===== src/rtl/display_scan_if.sv =====
// Pad-side bundle of the seven-segment scan driver: load path from the
// counter datapath plus the digit-enable / segment pad outputs.
interface display_scan_if #(
    parameter int N_DIGITS = 6
);
    logic                      load;
    logic [4*N_DIGITS-1:0]     digits_in;
    logic                      blank_lz;
    logic [N_DIGITS-1:0]       disp;
    logic [6:0]                segm;
    logic                      frame_done;
    logic                      busy_pending;

    // Producer of digit codes; observes the pads and status.
    modport master (
        output load, digits_in, blank_lz,
        input  disp, segm, frame_done, busy_pending
    );

    // The scan driver itself.
    modport slave (
        input  load, digits_in, blank_lz,
        output disp, segm, frame_done, busy_pending
    );
endinterface


===== src/rtl/display_scan.sv =====
// Time-multiplexed common-anode seven-segment driver. Digit codes are
// double-buffered (pending -> active at the frame boundary) so a frame is
// never torn; each digit is lit for SCAN_DIV cycles with a GUARD-cycle
// all-off gap in between. Optional leading-zero blanking.
module display_scan #(
    parameter int N_DIGITS = 6,
    parameter int SCAN_DIV = 50000,
    parameter int GUARD    = 4
) (
    input  logic          clk,
    input  logic          rst,
    display_scan_if.slave bus
);
    localparam int CNT_MAX = (SCAN_DIV > GUARD) ? SCAN_DIV : GUARD;
    localparam int CW      = $clog2(CNT_MAX);
    localparam int IW      = (N_DIGITS > 1) ? $clog2(N_DIGITS) : 1;
    localparam int DW      = 4 * N_DIGITS;

    localparam logic [N_DIGITS-1:0] DIGIT0   = N_DIGITS'(1);
    localparam logic [6:0]          SEG_OFF  = 7'h7F;
    localparam logic [CW-1:0]       GUARD_LAST = CW'(GUARD - 1);
    localparam logic [CW-1:0]       SHOW_LAST  = CW'(SCAN_DIV - 1);
    localparam logic [IW-1:0]       IDX_LAST   = IW'(N_DIGITS - 1);

    typedef enum logic {
        S_GUARD,
        S_SHOW
    } state_t;

    state_t                state_q, state_d;
    logic [CW-1:0]         cnt_q, cnt_d;
    logic [IW-1:0]         idx_q, idx_d;     // digit to light on next SHOW entry
    logic                  last_q, last_d;   // digit just lit was the leftmost one
    logic [N_DIGITS-1:0]   disp_q, disp_d;
    logic [6:0]            segm_q, segm_d;
    logic [DW-1:0]         active_q;
    logic [DW-1:0]         pending_q;
    logic                  busy_q;

    logic                  boundary;
    logic                  commit;
    logic [DW-1:0]         view;
    logic [3:0]            code;
    logic                  upper_zero;
    logic                  blank;

    function automatic logic [6:0] glyph(input logic [3:0] c);
        case (c)
            4'h0: return 7'h40;
            4'h1: return 7'h79;
            4'h2: return 7'h24;
            4'h3: return 7'h30;
            4'h4: return 7'h19;
            4'h5: return 7'h12;
            4'h6: return 7'h02;
            4'h7: return 7'h78;
            4'h8: return 7'h00;
            4'h9: return 7'h10;
            4'hA: return 7'h08;
            4'hB: return 7'h03;
            4'hC: return 7'h46;
            4'hD: return 7'h21;
            4'hE: return 7'h06;
            default: return 7'h0E;
        endcase
    endfunction

    // The last GUARD cycle after the leftmost digit closes the frame. When a
    // commit happens on that edge, the digit-0 glyph registered on the same
    // edge must come from the pending value, hence the view mux.
    assign boundary   = (state_q == S_GUARD) && (cnt_q == GUARD_LAST) && last_q;
    assign commit     = boundary && busy_q;
    assign view       = commit ? pending_q : active_q;
    assign code       = view[{idx_q, 2'b00} +: 4];
    assign upper_zero = ((view >> {idx_q, 2'b00}) == '0);
    assign blank      = bus.blank_lz && (idx_q != '0) && upper_zero;

    // Next-state and registered-output values for the scan FSM.
    always_comb begin
        // NOTE: every signal gets a default first so no path leaves it unassigned (no latches).
        state_d = state_q;
        cnt_d   = cnt_q + 1'b1;
        idx_d   = idx_q;
        last_d  = last_q;
        disp_d  = disp_q;
        segm_d  = segm_q;
        unique case (state_q)
            S_GUARD: begin
                if (cnt_q == GUARD_LAST) begin
                    state_d = S_SHOW;
                    cnt_d   = '0;
                    disp_d  = ~(DIGIT0 << idx_q);
                    segm_d  = blank ? SEG_OFF : glyph(code);
                    last_d  = (idx_q == IDX_LAST);
                    idx_d   = (idx_q == IDX_LAST) ? '0 : idx_q + 1'b1;
                end
            end
            S_SHOW: begin
                if (cnt_q == SHOW_LAST) begin
                    state_d = S_GUARD;
                    cnt_d   = '0;
                    disp_d  = '1;
                    segm_d  = SEG_OFF;
                end
            end
            default: begin
                state_d = S_GUARD;
                cnt_d   = '0;
            end
        endcase
    end

    // State, pad registers and the pending/active digit buffers.
    always_ff @(posedge clk) begin
        // NOTE: sequential state uses non-blocking assignments so every register samples pre-edge values.
        if (rst) begin
            state_q   <= S_GUARD;
            cnt_q     <= '0;
            idx_q     <= '0;
            last_q    <= 1'b0;
            disp_q    <= '1;
            segm_q    <= SEG_OFF;
            // NOTE: the digit buffers are reset too, so a reset mid-pending leaves nothing to commit.
            active_q  <= '0;
            pending_q <= '0;
            busy_q    <= 1'b0;
        end else begin
            state_q <= state_d;
            cnt_q   <= cnt_d;
            idx_q   <= idx_d;
            last_q  <= last_d;
            disp_q  <= disp_d;
            segm_q  <= segm_d;
            if (commit) begin
                active_q <= pending_q;
            end
            // A load on the boundary edge lands in pending and stays pending.
            if (bus.load) begin
                pending_q <= bus.digits_in;
                busy_q    <= 1'b1;
            end else if (commit) begin
                busy_q    <= 1'b0;
            end
        end
    end

    assign bus.disp         = disp_q;
    assign bus.segm         = segm_q;
    assign bus.frame_done   = boundary;
    assign bus.busy_pending = busy_q;
endmodule

===== src/flat_wrapper.sv =====
// flat-port wrapper written by rule: the top's interface ports become plain ports
module display_scan_flat 
#(
    parameter int N_DIGITS = 6,
    parameter int SCAN_DIV = 50000,
    parameter int GUARD    = 4
)
  (clk, rst, bus_load, bus_digits_in, bus_blank_lz, bus_disp, bus_segm, bus_frame_done, bus_busy_pending);
  display_scan_if #(.N_DIGITS(N_DIGITS)) bus_i ();
  input  logic clk;
  input  logic rst;
  input wire logic [$bits(bus_i.load)-1:0] bus_load;
  input wire logic [$bits(bus_i.digits_in)-1:0] bus_digits_in;
  input wire logic [$bits(bus_i.blank_lz)-1:0] bus_blank_lz;
  output wire logic [$bits(bus_i.disp)-1:0] bus_disp;
  output wire logic [$bits(bus_i.segm)-1:0] bus_segm;
  output wire logic [$bits(bus_i.frame_done)-1:0] bus_frame_done;
  output wire logic [$bits(bus_i.busy_pending)-1:0] bus_busy_pending;
  assign bus_i.load = bus_load;
  assign bus_i.digits_in = bus_digits_in;
  assign bus_i.blank_lz = bus_blank_lz;
  assign bus_disp = bus_i.disp;
  assign bus_segm = bus_i.segm;
  assign bus_frame_done = bus_i.frame_done;
  assign bus_busy_pending = bus_i.busy_pending;
  display_scan #(.N_DIGITS(N_DIGITS), .SCAN_DIV(SCAN_DIV), .GUARD(GUARD)) u_core (.clk(clk), .rst(rst), .bus(bus_i));
endmodule

===== config.mk =====
export PLATFORM = sky130hd
export DESIGN_NAME = display_scan_flat
export DESIGN_NICKNAME = d
export VERILOG_FILES = /design/src/rtl/display_scan_if.sv /design/src/rtl/display_scan.sv /design/src/flat_wrapper.sv
export SDC_FILE = /design/constraint.sdc
export NUM_CORES = 1
export LEC_CHECK = 0
export BUFFER_PORTS_ARGS = -buffer_cell sky130_fd_sc_hd__buf_2
export CAP_MARGIN = 20
export CORE_MARGIN = 1.5
export CORE_UTILIZATION = 45
export CTS_CLUSTER_DIAMETER = 80
export DETAILED_ROUTE_END_ITERATION = 10
export GPL_TIMING_DRIVEN = 0
export SYNTH_ARGS = -nofsm -noshare
export SYNTH_HDL_FRONTEND = slang
export SYNTH_SLANG_ARGS = --single-unit

===== constraint.sdc =====
create_clock -name clk -period 3.9 [get_ports clk]
set_input_delay 0.78 -clock clk [delete_from_list [all_inputs] [get_ports clk]]
set_output_delay 0.78 -clock clk [all_outputs]
set_load 0.02 [all_outputs]

==> results of run 1 <==
logic make-up after synthesis:
kind of cell	synth area share (%)
simple gates	23.72
flops	40.75
compound gates	11.32
mux	14.67
buf+inv	3.866
xor+xnor	3.222
fa+ha+maj	2.455
worst paths after layout:
check / from / depth (start not counted) / slack, ns / to
setup / recovery: u_core.cnt_q[14] / 12 / 0.28 / u_core.bus.segm[3]
hold / removal: u_core.cnt_q[0] / 1 / 0.45 / u_core.cnt_q[0]
setup reg to reg: u_core.cnt_q[14] / 12 / 0.28 / u_core.bus.segm[3]
hold reg to reg: u_core.cnt_q[0] / 1 / 0.45 / u_core.cnt_q[0]
where the power goes:
group	leakage (nW)	switching, mW	internal (mW)
sequential	0.675	0.0251	0.876
combinational	1.01	0.0885	0.0645
clock	0.0798	0.320	0.266
synthesized netlist by cell type (8+ instances only):
master	number
nand2b_1	12
nor4_1	10
nand3_1	12
inv_1	14
ha_1	8
xor2_1	8
a21oi_1	25
mux2i_1	44
nor2_1	86
nand2_1	52
dfxtp_1	83
clkbuf_1	23
layer usage:
metal / GRT usage [%] / wire, um
met3: 4.223 / 405
met4: 7.259 / 193
met5: 0 / 0
met1: 30.60 / 4858
met2: 31.94 / 4397
placed cells by master (no fill, tap or decap), types with 2 or more instances in the layout:
master | netlist | layout
nor2_1 | 86 | 86
dfxtp_1 | 83 | 83
nand2_1 | 52 | 52
buf_2 | 3 | 44
mux2i_1 | 44 | 44
a21oi_1 | 25 | 25
clkbuf_1 | 23 | 22
inv_1 | 14 | 14
nand2b_1 | 12 | 12
nand3_1 | 12 | 12
clkbuf_8 | 0 | 11
nor4_1 | 10 | 10
xor2_1 | 8 | 8
ha_1 | 8 | 8
mux4_2 | 7 | 7
a211oi_1 | 7 | 7
xnor2_1 | 7 | 7
o21ai_0 | 6 | 6
and3_1 | 5 | 5
a22oi_1 | 5 | 5
o21a_1 | 5 | 5
or4_1 | 5 | 5
clkinvlp_4 | 0 | 5
or3_1 | 4 | 4
nor3_1 | 4 | 4
a31oi_1 | 4 | 4
o22a_1 | 4 | 4
buf_4 | 0 | 4
or2_2 | 3 | 3
o22ai_1 | 3 | 3
o32a_1 | 3 | 3
nor3_4 | 2 | 2
o41ai_1 | 2 | 2
worst register-to-register path, delay by kind of cell (launching register included):
kind / cells / cell delay [ns]
AO/OA/AOI/OAI: 2 / 0.77
adder cells (fa/ha/maj): 1 / 0.27
buffers and inverters: 3 / 0.49
flip-flops: 1 / 0.35
multiplexers: 2 / 0.50
AND/OR/NAND/NOR: 4 / 1.11
cell type report:
cell class,count,area (um^2)
fillers,860,4113
multi-input cells,348,2276
flip-flops and latches,83,1662
repair buffers,45,235.2
clock buffers,11,151.4
well taps,108,135.1
plain buffers,26,101.3
inverters,14,52.55
clock inverters,5,37.54
state kept, by name, summed over array words and instances (netlist names):
| name | count |
|---|---|
| u_core.pending_q | 24 |
| u_core.bus.busy_pending | 1 |
| u_core.active_q | 24 |
| u_core.last_q | 1 |
| u_core.bus.segm | 7 |
| u_core.state_q | 1 |
| u_core.bus.disp | 6 |
| u_core.idx_q | 3 |
| u_core.cnt_q | 16 |
timing repair:
action | 4_1_cts | 5_1_grt
cloned | 0 | 0
pin swaps | 0 | 1
gates resized for setup | 2 | 0
setup endpoints to repair | 7 | 7
hold buffers | 0 | 0
setup buffers | 0 | 4
per-stage QoR:
step,instance area [um^2],utilization [%],std cells
detailed placement,4418,50.41,621
finish,4651,53.07,640
global route,4651,53.07,640
CTS,4624,52.77,637
global placement,4418,50.41,621
floorplan,4078,-,472
==> metrics.csv, run 1 <==
stage,metric,value,unit
status,outcome,finished clean,
synthesis,synthesized area per cell,8.639,um^2
placement,"worst slack, placed",-0.3284,ns
floorplanning,starting density of the core,46.53,%
pwr,P per Cell Area,352.6,nW/um^2
floorplanning,Die Ht,98.19,um
synthesis,mapped cell area,4078,um^2
cts,Longest Clk Path Bufs,2,
synthesis,Post-synth top flop,dfxtp_1,
drt,drt initial violations,176,
synthesis,cell taking the most area after synthesis,dfxtp_1,
cts,Clock Pin Slew Worst Setup and Hold Paths,0.09,ns
cells_and_area,n_diodes,0,
drt,average wire per cell in the routed design,15.40,um
timing,Fin Clk Skew,0.009113,ns
worst_setup_path,Startpoint Class,register,
global_routing,GRT overflow,0,
timing,Final Hold Vio Count,0,
pwr,Total Power,1.640,mW
synthesis,Post-synth ARST share,0,%
worst_setup_path,Worst Path Buf+Inv,3,
placement,Post-DP HPWL,7341,um
pwr,Worst IR Drop VDD,180.5,uV
worst_setup_path,slowest CP cell,or4_4,
synthesis,share of the synthesized area in the top cell type,40.75,%
synthesis,"EDFF count, synth",0,
cts,htree depth,3,
timing,minimum clock period,3.619,ns
worst_setup_path,crit-path max FO,7,
drt,first-pass iteration count of the detailed router,4,
timing,Fmax,276.3,MHz
timing,final setup vio count,0,
worst_setup_path,CP cell instances,or4_4 > or2_1 > buf_2 > nor4_4 > buf_4 > mux4_2 > a221oi_4 > inv_1 > ha_1 > mux2i_1 > nor2_1 > o32a_1,
global_routing,largest net degree at the start of global routing,15,
floorplanning,I/O pin total,43,
pwr,P_leak,1.761,nW
worst_setup_path,"slowest stage delay, CP",0.58,ns
floorplanning,Die Span X,98.19,um
cells_and_area,share of cells above drive strength 1,15.23,%
run,Max-Cap Viols,0,
cells_and_area,number of nets in the layout,563,
synthesis,sequential area share after synthesis,40.75,%
timing,RSZ-0062 raised after global routing,no,
timing,relative slew slack,48.97,%
synthesis,synthesis warning total,0,
worst_setup_path,"delay-heaviest family, CP",simple AND/OR/NAND/NOR gates,
cts,CTS tree,built,
global_routing,number of global-route vias before repair,3301,
drt,DR vias,3458,
timing,Tightest Pin Transition,0.7655,ns
cells_and_area,synthesis-to-layout area growth,14.05,%
timing,setup TNS,0,ns
placement,GP Congestion,0.9145,
worst_hold_path,HP Class,register to register,
cts,clk sinks,83,
global_routing,initial antenna violation count,0,
drt,via/cell ratio,5.403,
cts,Num CTS Buffers,9,
worst_setup_path,WP data required,4.14,ns
synthesis,main area contributors after synthesis,"dfxtp_1 41%, mux2i_1 11%, nor2_1 7.9%, nand2_1 4.8%, mux4_2 3.9%",
worst_setup_path,CP Capture Type,register,
synthesis,post-synth cell types,46,
global_routing,global-route wire length before repair,16460,um
worst_setup_path,crit path DAT,3.86,ns
drt,Final ANT Viol Nets,0,
drt,number of remaining DRC errors,0,
timing,Min Hold Slack,0.4516,ns
floorplanning,Core ar.,8763,um^2
timing,Final WS setup,0.2806,ns
synthesis,Gate Count Post-Synth,472,
placement,port buffer count,41,
drt,final wirelength,9855,um
cts,root buffer cell,clkbuf_8,
floorplanning,Rows,34,
global_routing,total track usage,21.28,%
synthesis,syn_nets,508,
floorplanning,die area,9641,um^2
timing,Slew Limit Fails,0,
timing,crit share post-route,92.81,%
synthesis,#FFs+latches synth,83,
cts,Worst-Skew Late Latency,0.36,ns
worst_setup_path,Setup CP Type,register to register,
Power figures use the tool's default switching activity.
==> inputs of run 2 (changes only) <==
--- a/config.mk
+++ b/config.mk
@@ -8,10 +8,10 @@
 export BUFFER_PORTS_ARGS = -buffer_cell sky130_fd_sc_hd__buf_2
 export CAP_MARGIN = 20
 export CORE_MARGIN = 1.5
-export CORE_UTILIZATION = 45
-export CTS_CLUSTER_DIAMETER = 80
+export CORE_UTILIZATION = 59
 export DETAILED_ROUTE_END_ITERATION = 10
 export GPL_TIMING_DRIVEN = 0
+export PLACE_DENSITY = 0.8
 export SYNTH_ARGS = -nofsm -noshare
 export SYNTH_HDL_FRONTEND = slang
 export SYNTH_SLANG_ARGS = --single-unit
==> run 2 against run 1 <==
Effect of this change: die area decreased by 23%; first-iteration DRC count increased by 6.3%; setup slack got worse by 0.12 ns; via count increased by 2.9%; cell count decreased by 5.0%; maximum frequency decreased by 3.1%; clock skew about the same; design area decreased by 0.54%; global-route usage increased by 5.9 points; clock-buffer cell count unchanged; critical endpoint unchanged; largest cell class unchanged.
==> metrics.csv, run 2 (synthesis gave the netlist of run 1 again) <==
stage,metric,value,unit,change
global_routing,initial antenna violation count,0,,unchanged
worst_setup_path,crit-path max FO,7,,unchanged
global_routing,total track usage,27.13,%,+5.9 points
worst_setup_path,slowest CP cell,or4_4,,
timing,final setup vio count,0,,unchanged
floorplanning,I/O pin total,43,,unchanged
cts,clk sinks,83,,unchanged
drt,first-pass iteration count of the detailed router,5,,+1
cts,Worst-Skew Late Latency,0.36,ns,about the same
placement,Post-DP HPWL,6952,um,-5.3%
timing,RSZ-0062 raised after global routing,no,,
timing,relative slew slack,48.10,%,-0.87 points
cells_and_area,number of nets in the layout,560,,-0.53%
drt,DR vias,3560,,+2.9%
floorplanning,Die Span X,86.14,um,-12%
cells_and_area,share of cells above drive strength 1,14.39,%,-0.83 points
pwr,Worst IR Drop VDD,249.3,uV,+38%
drt,average wire per cell in the routed design,15.62,um,+1.4%
worst_setup_path,r2r worst-path depth,11,,-1
worst_setup_path,CP cell instances,or4_4 > or2_1 > buf_2 > nor4_4 > mux4_2 > a221oi_4 > inv_1 > ha_1 > mux2i_1 > nor2_1 > o32a_1,,
placement,GP Congestion,0.9252,,+1.2%
pwr,P_leak,1.776,nW,+0.85%
drt,WL met2,4540,um,+3.3%
worst_setup_path,"slowest stage delay, CP",0.57,ns,about the same
worst_hold_path,Hold Crit Depth,1,,unchanged
drt,Final ANT Viol Nets,0,,unchanged
floorplanning,Core ar.,6719,um^2,-23%
pwr,Total Power,1.746,mW,+6.5%
timing,Tightest Pin Transition,0.7785,ns,+0.01307 ns
global_routing,number of global-route vias before repair,3371,,+2.1%
global_routing,GRT overflow,0,,unchanged
cells_and_area,"commonest cells after routing, fill and taps aside","86 x nor2_1, 83 x dfxtp_1, 52 x nand2_1",,
timing,Slew Limit Fails,0,,unchanged
timing,crit share post-route,95.81,%,+3.0 points
cells_and_area,synthesis-to-layout area growth,13.44,%,
cts,Longest Clk Path Bufs,2,,unchanged
placement,port buffer count,41,,unchanged
floorplanning,die area,7419,um^2,-23%
cells_and_area,biggest regs,"u_core.active_q x24, u_core.pending_q x24, u_core.cnt_q x16",,
drt,highest routed layer,met4,,
timing,Min Hold Slack,0.4537,ns,+0.002072 ns
worst_setup_path,crit path DAT,3.98,ns,+0.12 ns
floorplanning,starting density of the core,60.69,%,+14 points
timing,Fin Clk Skew,0.008724,ns,-0.0003893 ns
drt,final wirelength,9498,um,-3.6%
timing,minimum clock period,3.737,ns,+0.1173 ns
worst_setup_path,WP data required,4.15,ns,about the same
run,Max-Cap Viols,0,,unchanged
placement,placed instance count,593,,-4.5%
cts,root buffer cell,clkbuf_8,,
worst_setup_path,Startpoint Class,register,,
cells_and_area,non-filler instance count after layout,608,,-5.0%
drt,via/cell ratio,5.855,,+8.4%
timing,Final Hold Vio Count,0,,unchanged
cells_and_area,n_diodes,0,,unchanged
pwr,P per Cell Area,377.5,nW/um^2,+7.1%
timing,setup TNS,0,ns,unchanged
drt,number of remaining DRC errors,0,,unchanged
cts,Clock Pin Slew Worst Setup and Hold Paths,0.08,ns,about the same
cts,CTS tree,built,,
timing,Final WS setup,0.1633,ns,-0.1173 ns
drt,met3 wire len,528,um,+30%
floorplanning,Die Ht,86.14,um,-12%
worst_setup_path,Setup CP Type,register to register,,
drt,drt initial violations,187,,+6.3%
worst_hold_path,HP Class,register to register,,
timing,Fmax,267.6,MHz,-3.1%
status,outcome,finished clean,,
global_routing,largest net degree at the start of global routing,14,,-1
cts,Num CTS Buffers,9,,unchanged
placement,"worst slack, placed",-0.2583,ns,+0.07010 ns
floorplanning,Rows,30,,-12%
cts,htree depth,3,,unchanged
drt,WL met1,4238,um,-13%
worst_setup_path,CP Capture Type,register,,
global_routing,global-route wire length before repair,15930,um,-3.2%
cells_and_area,"commonest non-fill, non-tap cell in the layout",nor2_1,,
[run 2: critical path: cells and delay by family (launching register included)]
family	cells	cell delay, ns
buffers and inverters	2	0.32
adders and majority gates	1	0.27
DFF	1	0.35
muxes	2	0.59
AOI/OAI and AO/OA	2	0.75
and+or+nand+nor	4	1.35
[run 2: power by group]
group          internal, mW  switching (mW)
logic                0.0645          0.0878
clock network         0.392           0.301
registers             0.876          0.0255
[run 2: worst paths after layout]
check / from / endpoint / slack [ns]
worst max-delay path: u_core.cnt_q[14] / u_core.bus.segm[3] / 0.16
worst min register to register: u_core.cnt_q[0] / u_core.cnt_q[0] / 0.45
worst max register to register: u_core.cnt_q[14] / u_core.bus.segm[3] / 0.16
worst min-delay path: u_core.cnt_q[0] / u_core.cnt_q[0] / 0.45
[run 2: repair_timing]
action	CTS	global route
pin swaps	0	0
setup buffers	0	0
cloned	0	0
endpoints found under the setup margin	7	7
hold buffers	0	0
resized for setup	1	1
[run 2: per-stage QoR]
stage / util (%) / instance area, um^2
2_1_floorplan: - / 4078
4_1_cts: 68.68 / 4614
6_report: 68.85 / 4626
3_3_place_gp: 65.23 / 4383
3_5_place_dp: 65.23 / 4383
5_1_grt: 68.85 / 4626
[run 2: layer usage]
layer,up-vias,track usage (%)
met5,-,0
met2,121,44.24
met1,1673,35.66
met3,19,4.427
met4,0,11.73
li1,1747,-
[run 2: final cells by class]
cell class	count	area [um^2]
clock inverters	4	73.82
repair buffers	41	205.2
well taps	80	100.1
inverters	14	52.55
clock buffers	11	151.4
plain buffers	27	105.1
multi-input cells	348	2276
flip-flops and latches	83	1662
fillers	546	2093
